[config.mk]
export PLATFORM = sky130hd
export DESIGN_NAME = mc_main_fsm
export DESIGN_NICKNAME = d
export VERILOG_FILES = /design/src/rtl/mc_pkg.sv /design/src/rtl/mc_out_dec.sv /design/src/rtl/mc_main_fsm.sv
export SDC_FILE = /design/constraint.sdc
export NUM_CORES = 1
export LEC_CHECK = 0
export BUFFER_PORTS_ARGS = -buffer_cell sky130_fd_sc_hd__clkbuf_2
export CORE_AREA = 2 2 39 41
export DETAILED_ROUTE_END_ITERATION = 12
export DIE_AREA = 0 0 41 43
export PLACE_DENSITY = 0.85
export SKIP_LAST_GASP = 1
export SYNTH_ARGS = -nofsm -noshare
export SYNTH_HDL_FRONTEND = slang
export SYNTH_SLANG_ARGS = --single-unit
[constraint.sdc]
create_clock -name clk -period 1.68 [get_ports clk]
set_clock_uncertainty 0.1 [all_clocks]
set_input_delay 0.168 -clock clk [delete_from_list [all_inputs] [get_ports clk]]
set_output_delay 0.168 -clock clk [all_outputs]
set_load 0.05 [all_outputs]
[src/rtl/mc_pkg.sv]
// Shared definitions for the multicycle core control path: FSM states, opcodes, mux/ALU codes.
// Latency: n/a (types and constants only).
// Backpressure: n/a; consumers import this so alu_op and select encodings agree everywhere.
package mc_pkg;

  // Controller states; the encodings are visible on the debug state port.
  typedef enum logic [3:0] {
    S_FETCH    = 4'd0,
    S_DECODE   = 4'd1,
    S_MEMADR   = 4'd2,
    S_MEMREAD  = 4'd3,
    S_MEMWB    = 4'd4,
    S_MEMWRITE = 4'd5,
    S_EXECUTER = 4'd6,
    S_EXECUTEI = 4'd7,
    S_ALUWB    = 4'd8,
    S_BEQ      = 4'd9,
    S_JAL      = 4'd10,
    S_ILLEGAL  = 4'd11
  } state_e;

  // Supported opcodes, instr[6:0].
  localparam logic [6:0] OP_LW   = 7'b0000011;
  localparam logic [6:0] OP_SW   = 7'b0100011;
  localparam logic [6:0] OP_R    = 7'b0110011;
  localparam logic [6:0] OP_I    = 7'b0010011;
  localparam logic [6:0] OP_BEQ  = 7'b1100011;
  localparam logic [6:0] OP_JAL  = 7'b1101111;

  // alu_op codes consumed by the ALU decoder.
  localparam logic [1:0] ALU_OP_ADD   = 2'b00;
  localparam logic [1:0] ALU_OP_SUB   = 2'b01;
  localparam logic [1:0] ALU_OP_FUNCT = 2'b10;

  // ALU operand A select.
  localparam logic [1:0] SRC_A_PC    = 2'b00;
  localparam logic [1:0] SRC_A_OLDPC = 2'b01;
  localparam logic [1:0] SRC_A_RS1   = 2'b10;

  // ALU operand B select.
  localparam logic [1:0] SRC_B_RS2  = 2'b00;
  localparam logic [1:0] SRC_B_IMM  = 2'b01;
  localparam logic [1:0] SRC_B_FOUR = 2'b10;

  // Result bus select.
  localparam logic [1:0] RES_ALUOUT = 2'b00;
  localparam logic [1:0] RES_DATA   = 2'b01;
  localparam logic [1:0] RES_ALU    = 2'b10;

  // Full control word for one state, before stall/reset gating.
  typedef struct packed {
    logic [1:0] alu_op;
    logic [1:0] alu_src_a;
    logic [1:0] alu_src_b;
    logic [1:0] result_src;
    logic       adr_src;
    logic       ir_write;
    logic       pc_update;
    logic       reg_write;
    logic       mem_write;
    logic       branch;
    logic       illegal;
  } ctrl_t;

  // DECODE dispatch: first execution state for an opcode; unknown opcodes trap.
  function automatic state_e decode_dispatch(input logic [6:0] op);
    state_e nxt;
    case (op)
      OP_LW, OP_SW: nxt = S_MEMADR;
      OP_R:         nxt = S_EXECUTER;
      OP_I:         nxt = S_EXECUTEI;
      OP_BEQ:       nxt = S_BEQ;
      OP_JAL:       nxt = S_JAL;
      default:      nxt = S_ILLEGAL;
    endcase
    return nxt;
  endfunction

endpackage

[src/rtl/mc_out_dec.sv]
// Moore output decoder: maps the current controller state to its ungated control word.
// Latency: purely combinational, zero cycles.
// Backpressure: none here; the FSM applies stall/reset gating around this map.
module mc_out_dec
  import mc_pkg::*;
(
  input  state_e state_i,
  output ctrl_t  ctrl_o
);

  // Per-state control word; every field defaults to 0 so unlisted outputs stay low.
  always_comb begin
    ctrl_o = '0;
    case (state_i)
      S_FETCH: begin
        ctrl_o.adr_src    = 1'b0;
        ctrl_o.ir_write   = 1'b1;
        ctrl_o.alu_src_a  = SRC_A_PC;
        ctrl_o.alu_src_b  = SRC_B_FOUR;
        ctrl_o.alu_op     = ALU_OP_ADD;
        ctrl_o.result_src = RES_ALU;
        ctrl_o.pc_update  = 1'b1;
      end
      S_DECODE: begin
        // Precompute the branch/jump target OldPC + imm while the opcode is decoded.
        ctrl_o.alu_src_a = SRC_A_OLDPC;
        ctrl_o.alu_src_b = SRC_B_IMM;
        ctrl_o.alu_op    = ALU_OP_ADD;
      end
      S_MEMADR: begin
        ctrl_o.alu_src_a = SRC_A_RS1;
        ctrl_o.alu_src_b = SRC_B_IMM;
        ctrl_o.alu_op    = ALU_OP_ADD;
      end
      S_MEMREAD: begin
        ctrl_o.result_src = RES_ALUOUT;
        ctrl_o.adr_src    = 1'b1;
      end
      S_MEMWB: begin
        ctrl_o.result_src = RES_DATA;
        ctrl_o.reg_write  = 1'b1;
      end
      S_MEMWRITE: begin
        ctrl_o.result_src = RES_ALUOUT;
        ctrl_o.adr_src    = 1'b1;
        ctrl_o.mem_write  = 1'b1;
      end
      S_EXECUTER: begin
        ctrl_o.alu_src_a = SRC_A_RS1;
        ctrl_o.alu_src_b = SRC_B_RS2;
        ctrl_o.alu_op    = ALU_OP_FUNCT;
      end
      S_EXECUTEI: begin
        ctrl_o.alu_src_a = SRC_A_RS1;
        ctrl_o.alu_src_b = SRC_B_IMM;
        ctrl_o.alu_op    = ALU_OP_FUNCT;
      end
      S_ALUWB: begin
        ctrl_o.result_src = RES_ALUOUT;
        ctrl_o.reg_write  = 1'b1;
      end
      S_BEQ: begin
        // Compare rs1 - rs2; PC takes the DECODE-computed target held in ALUOut if Zero.
        ctrl_o.alu_src_a  = SRC_A_RS1;
        ctrl_o.alu_src_b  = SRC_B_RS2;
        ctrl_o.alu_op     = ALU_OP_SUB;
        ctrl_o.result_src = RES_ALUOUT;
        ctrl_o.branch     = 1'b1;
      end
      S_JAL: begin
        // PC <= target from ALUOut while the ALU forms the link value OldPC + 4.
        ctrl_o.alu_src_a  = SRC_A_OLDPC;
        ctrl_o.alu_src_b  = SRC_B_FOUR;
        ctrl_o.alu_op     = ALU_OP_ADD;
        ctrl_o.result_src = RES_ALUOUT;
        ctrl_o.pc_update  = 1'b1;
      end
      S_ILLEGAL: begin
        ctrl_o.illegal = 1'b1;
      end
      default: ctrl_o = '0;
    endcase
  end

endmodule

[src/rtl/mc_main_fsm.sv]
// Main control FSM of the multicycle RISC-V core (lw, sw, R, I-ALU, beq, jal).
// Latency: beq 3, sw/R/I/jal 4, lw 5 cycles per instruction; outputs are Moore on state.
// Backpressure: en=0 holds the state and kills all strobes while selects stay stable.
module mc_main_fsm
  import mc_pkg::*;
#(
  parameter logic HALT_ON_ILLEGAL = 1'b1
) (
  input  logic       clk,
  input  logic       reset,
  input  logic       en,
  input  logic [6:0] op,
  output logic [1:0] alu_op,
  output logic [1:0] alu_src_a,
  output logic [1:0] alu_src_b,
  output logic [1:0] result_src,
  output logic       adr_src,
  output logic       ir_write,
  output logic       pc_update,
  output logic       reg_write,
  output logic       mem_write,
  output logic       branch,
  output logic       illegal,
  output logic [3:0] state
);

  state_e state_q;
  state_e state_d;
  ctrl_t  ctrl;
  logic   strobe_kill;

  // Next-state logic; op only matters in DECODE and MEMADR.
  always_comb begin
    state_d = state_q;
    case (state_q)
      S_FETCH:    state_d = S_DECODE;
      S_DECODE:   state_d = decode_dispatch(op);
      S_MEMADR: begin
        if (op == OP_LW) begin
          state_d = S_MEMREAD;
        end else if (op == OP_SW) begin
          state_d = S_MEMWRITE;
        end else begin
          // Opcode changed under us after DECODE; trap rather than guess.
          state_d = S_ILLEGAL;
        end
      end
      S_MEMREAD:  state_d = S_MEMWB;
      S_MEMWB:    state_d = S_FETCH;
      S_MEMWRITE: state_d = S_FETCH;
      S_EXECUTER: state_d = S_ALUWB;
      S_EXECUTEI: state_d = S_ALUWB;
      S_ALUWB:    state_d = S_FETCH;
      S_JAL:      state_d = S_ALUWB;
      S_BEQ:      state_d = S_FETCH;
      S_ILLEGAL:  state_d = HALT_ON_ILLEGAL ? S_ILLEGAL : S_FETCH;
      default:    state_d = S_FETCH;
    endcase
  end

  // State register: reset wins over stall and any pending transition.
  always_ff @(posedge clk) begin
    if (reset) begin
      state_q <= S_FETCH;
    end else if (en) begin
      state_q <= state_d;
    end
  end

  mc_out_dec u_out_dec (
    .state_i (state_q),
    .ctrl_o  (ctrl)
  );

  // Strobes are killed on stall or reset so a held cycle never repeats a write.
  assign strobe_kill = reset | ~en;

  // Output gating: selects pass through unchanged, strobes and illegal are masked.
  always_comb begin
    alu_op     = ctrl.alu_op;
    alu_src_a  = ctrl.alu_src_a;
    alu_src_b  = ctrl.alu_src_b;
    result_src = ctrl.result_src;
    adr_src    = ctrl.adr_src;
    ir_write   = ctrl.ir_write  & ~strobe_kill;
    pc_update  = ctrl.pc_update & ~strobe_kill;
    reg_write  = ctrl.reg_write & ~strobe_kill;
    mem_write  = ctrl.mem_write & ~strobe_kill;
    branch     = ctrl.branch    & ~strobe_kill;
    illegal    = ctrl.illegal   & ~reset;
    state      = state_q;
  end

endmodule
==> run metrics <==
FILL cells 95; vias 760; top-area cell type share of the netlist area between 10% and 20%; WHS roughly 0.14 ns; Synth async-reset ratio 0%; Pins Over Slew Limit 0; CTS Buf Count 3; vias in the first global route 651; EDFF count, synth 0; Die X 41 um; Post-DP HPWL 1.34 mm; Worst-Margin Slew around 0.5 ns; RSZ-0062 raised after global routing yes; Tcrit/Tclk final 100%; post-route antenna net violation count 0; max reg flops 4; first drt pass iteration count 5; post-route cell area about 1000 um^2; clock latency at the later pin of the worst-skew pair roughly 0.25 ns; aggregate global-route resource usage between 20% and 30%; Worst Setup Start Kind register; initial antenna violation count 0; Initial Util 39.9%; row count 14; grt ovf 0; share of post-route cells with drive strength above 1 between 60% and 70%; Max Root-Sink Buffers 2; Post-Route WL ~1.9 mm; Arr. time, crit path 1.41 ns; count leader, synth nor3_1; placed instance count 124; syn_nets 87; vias per cell 5.63; Achievable Freq approximately 0.60 GHz; CP required 1.41 ns; max_cap viols 0; first-pass GRT wire length ~2.8 mm; status complete, but fails checks; Boundary Pins 29; fin cells 135; Die Ht roughly 43 um; Iter 0 DRT Violations 21; post-synth cell types 36; min cycle time layout roughly 1.7 ns; Lkg Pwr 0.459 nW; failing checks negative setup slack; dpl ws 0.139 ns; FF+latch area roughly 95 um^2; Critical Path Sink Type output pin; clk slew on worst S/H paths roughly 0.05 ns; cell taking the most area after synthesis dfxtp_1; Floorplan Core Area between 0.001 and 0.0015 mm^2; top_reg_cell synth dfxtp_1; CTS tree done; PnR worst setup slack -0.000665 ns; ranking of synthesized cells by area dfxtp_1, nor3_1, nand2b_1, a221oi_2, a21oi_1; critical path class reg2out; # diodes 0; H-tree depth 1; Final #Nets 130; Hold Path Class in2reg; Seq/Total Area, Yosys approximately 15%; Area Overhead vs Synth 81.0%; synthesis-stage register bit count 4; post-synthesis instance area around 550 um^2; Power Total 0.000876 W; Peak VDD IR between 0.0005 and 0.0006 V; largest net degree at the start of global routing 12; Syn Area/Cell 7.17 um^2; Commonest cells post-synth nor3_1, nor2_1, a21oi_1, nand2b_1; clk root buf clkbuf_4; routability congestion estimate 0.906; final hold vios 0; Residual DRC 0; area occupied by multi-input gates approximately 560 um^2; Die ar. 0.00176 mm^2; final setup vio count 1; critical path fanouts, max 6; synth warn 0; pwr/cell area 878 mW/mm^2; Wirelength per Cell 14.1 um; Slew headroom 65.7%; clock tree sinks 4; Mapped Cells 77; placed inst area between 800 and 900 um^2; Port Buf Inserts 28
## final timing paths
| kind | start | endpoint | slack, ns | cells after the start |
|---|---|---|---|---|
| min reg2reg | state[0] | state[0] | 0.47 | 2 |
| max reg2reg | state[2] | state[3] | 0.13 | 5 |
| min | reset | state[0] | 0.14 | 3 |
| max | state[2] | result_src[0] | -0.0007 | 4 |
## logic make-up after synthesis
family	count (synthesis)	synth area share, %
AOI/OAI and AO/OA	19	24.7
xor gates and xnor gates	2	3.18
buffers and inverters	9	8.39
DFF	4	14.5
muxes	3	5.67
and+or+nand+nor	40	43.5
## stage by stage
step / setup TNS, ns / utilization, %
final: -0.000665 / 72.2
after global routing: -0.288 / 72.2
after CTS: -0.00952 / 70.1
after detailed placement: 0 / 63.6
after global placement: 0 / 63.6
after floorplan: -0.299 / -
## where the power goes
part / internal [W] / total [W] / switching (W) / leakage [nW]
registers: 0.000109 / 0.000145 / 0.0000356 / 0.0356
clock network: 0.0000896 / 0.000136 / 0.0000469 / 0.0150
logic: 0.000214 / 0.000595 / 0.000381 / 0.408
## area by class of cell
| cell class | count | share of cell area [%] |
|---|---|---|
| inverters | 3 | 1.13 |
| clock buffers | 4 | 2.63 |
| flip-flops and latches | 4 | 9.52 |
| repair buffers | 44 | 28.7 |
| multi-input cells | 64 | 56.0 |
| well taps | 16 | 2.01 |
## cell usage in the layout (no fill, tap or decap), types with 2 or more instances in the layout
cell      synthesis  final
a21oi_1           5      4
nor2b_1           2      2
dfxtp_4           0      4
nand4_1           2      2
buf_2             4      2
nor3_4            0      4
a22oi_1           2      2
mux2i_1           2      2
nor4_4            0      2
buf_4             0     19
nand2_1           4      4
nand2b_1          5      5
a221oi_2          2      2
clkbuf_2          0     20
o21ai_0           4      4
inv_1             3      3
nor2_2            0      3
nor2_1            6      3
clkbuf_4          0      4
nand3_1           3      3
nor3_2            1      3
## critical path: stages, from the launching register on
cell,delay (ns)
dfxtp_4,0.38
clkbuf_2,0.16
nand2b_1,0.18
nor3_2,0.15
clkbuf_2,0.30
## routing by layer
metal	GRT usage (%)	part of all wire [%]	vias to the layer above	routed length, um
met5	0	0	-	0
met2	35.9	54	31	1030
met3	5.76	5.4	0	103
met4	5.33	0	0	0
met1	28.5	41	363	775
li1	-	-	366	-
## what timing repair did
action | CTS | global route
resized for setup | 8 | 14
hold buffers | 0 | 0
pin swaps | 0 | 2
endpoints found under the setup margin | 10 | 10
buffers inserted | 5 | 2
(Power assumes the default switching activity.)
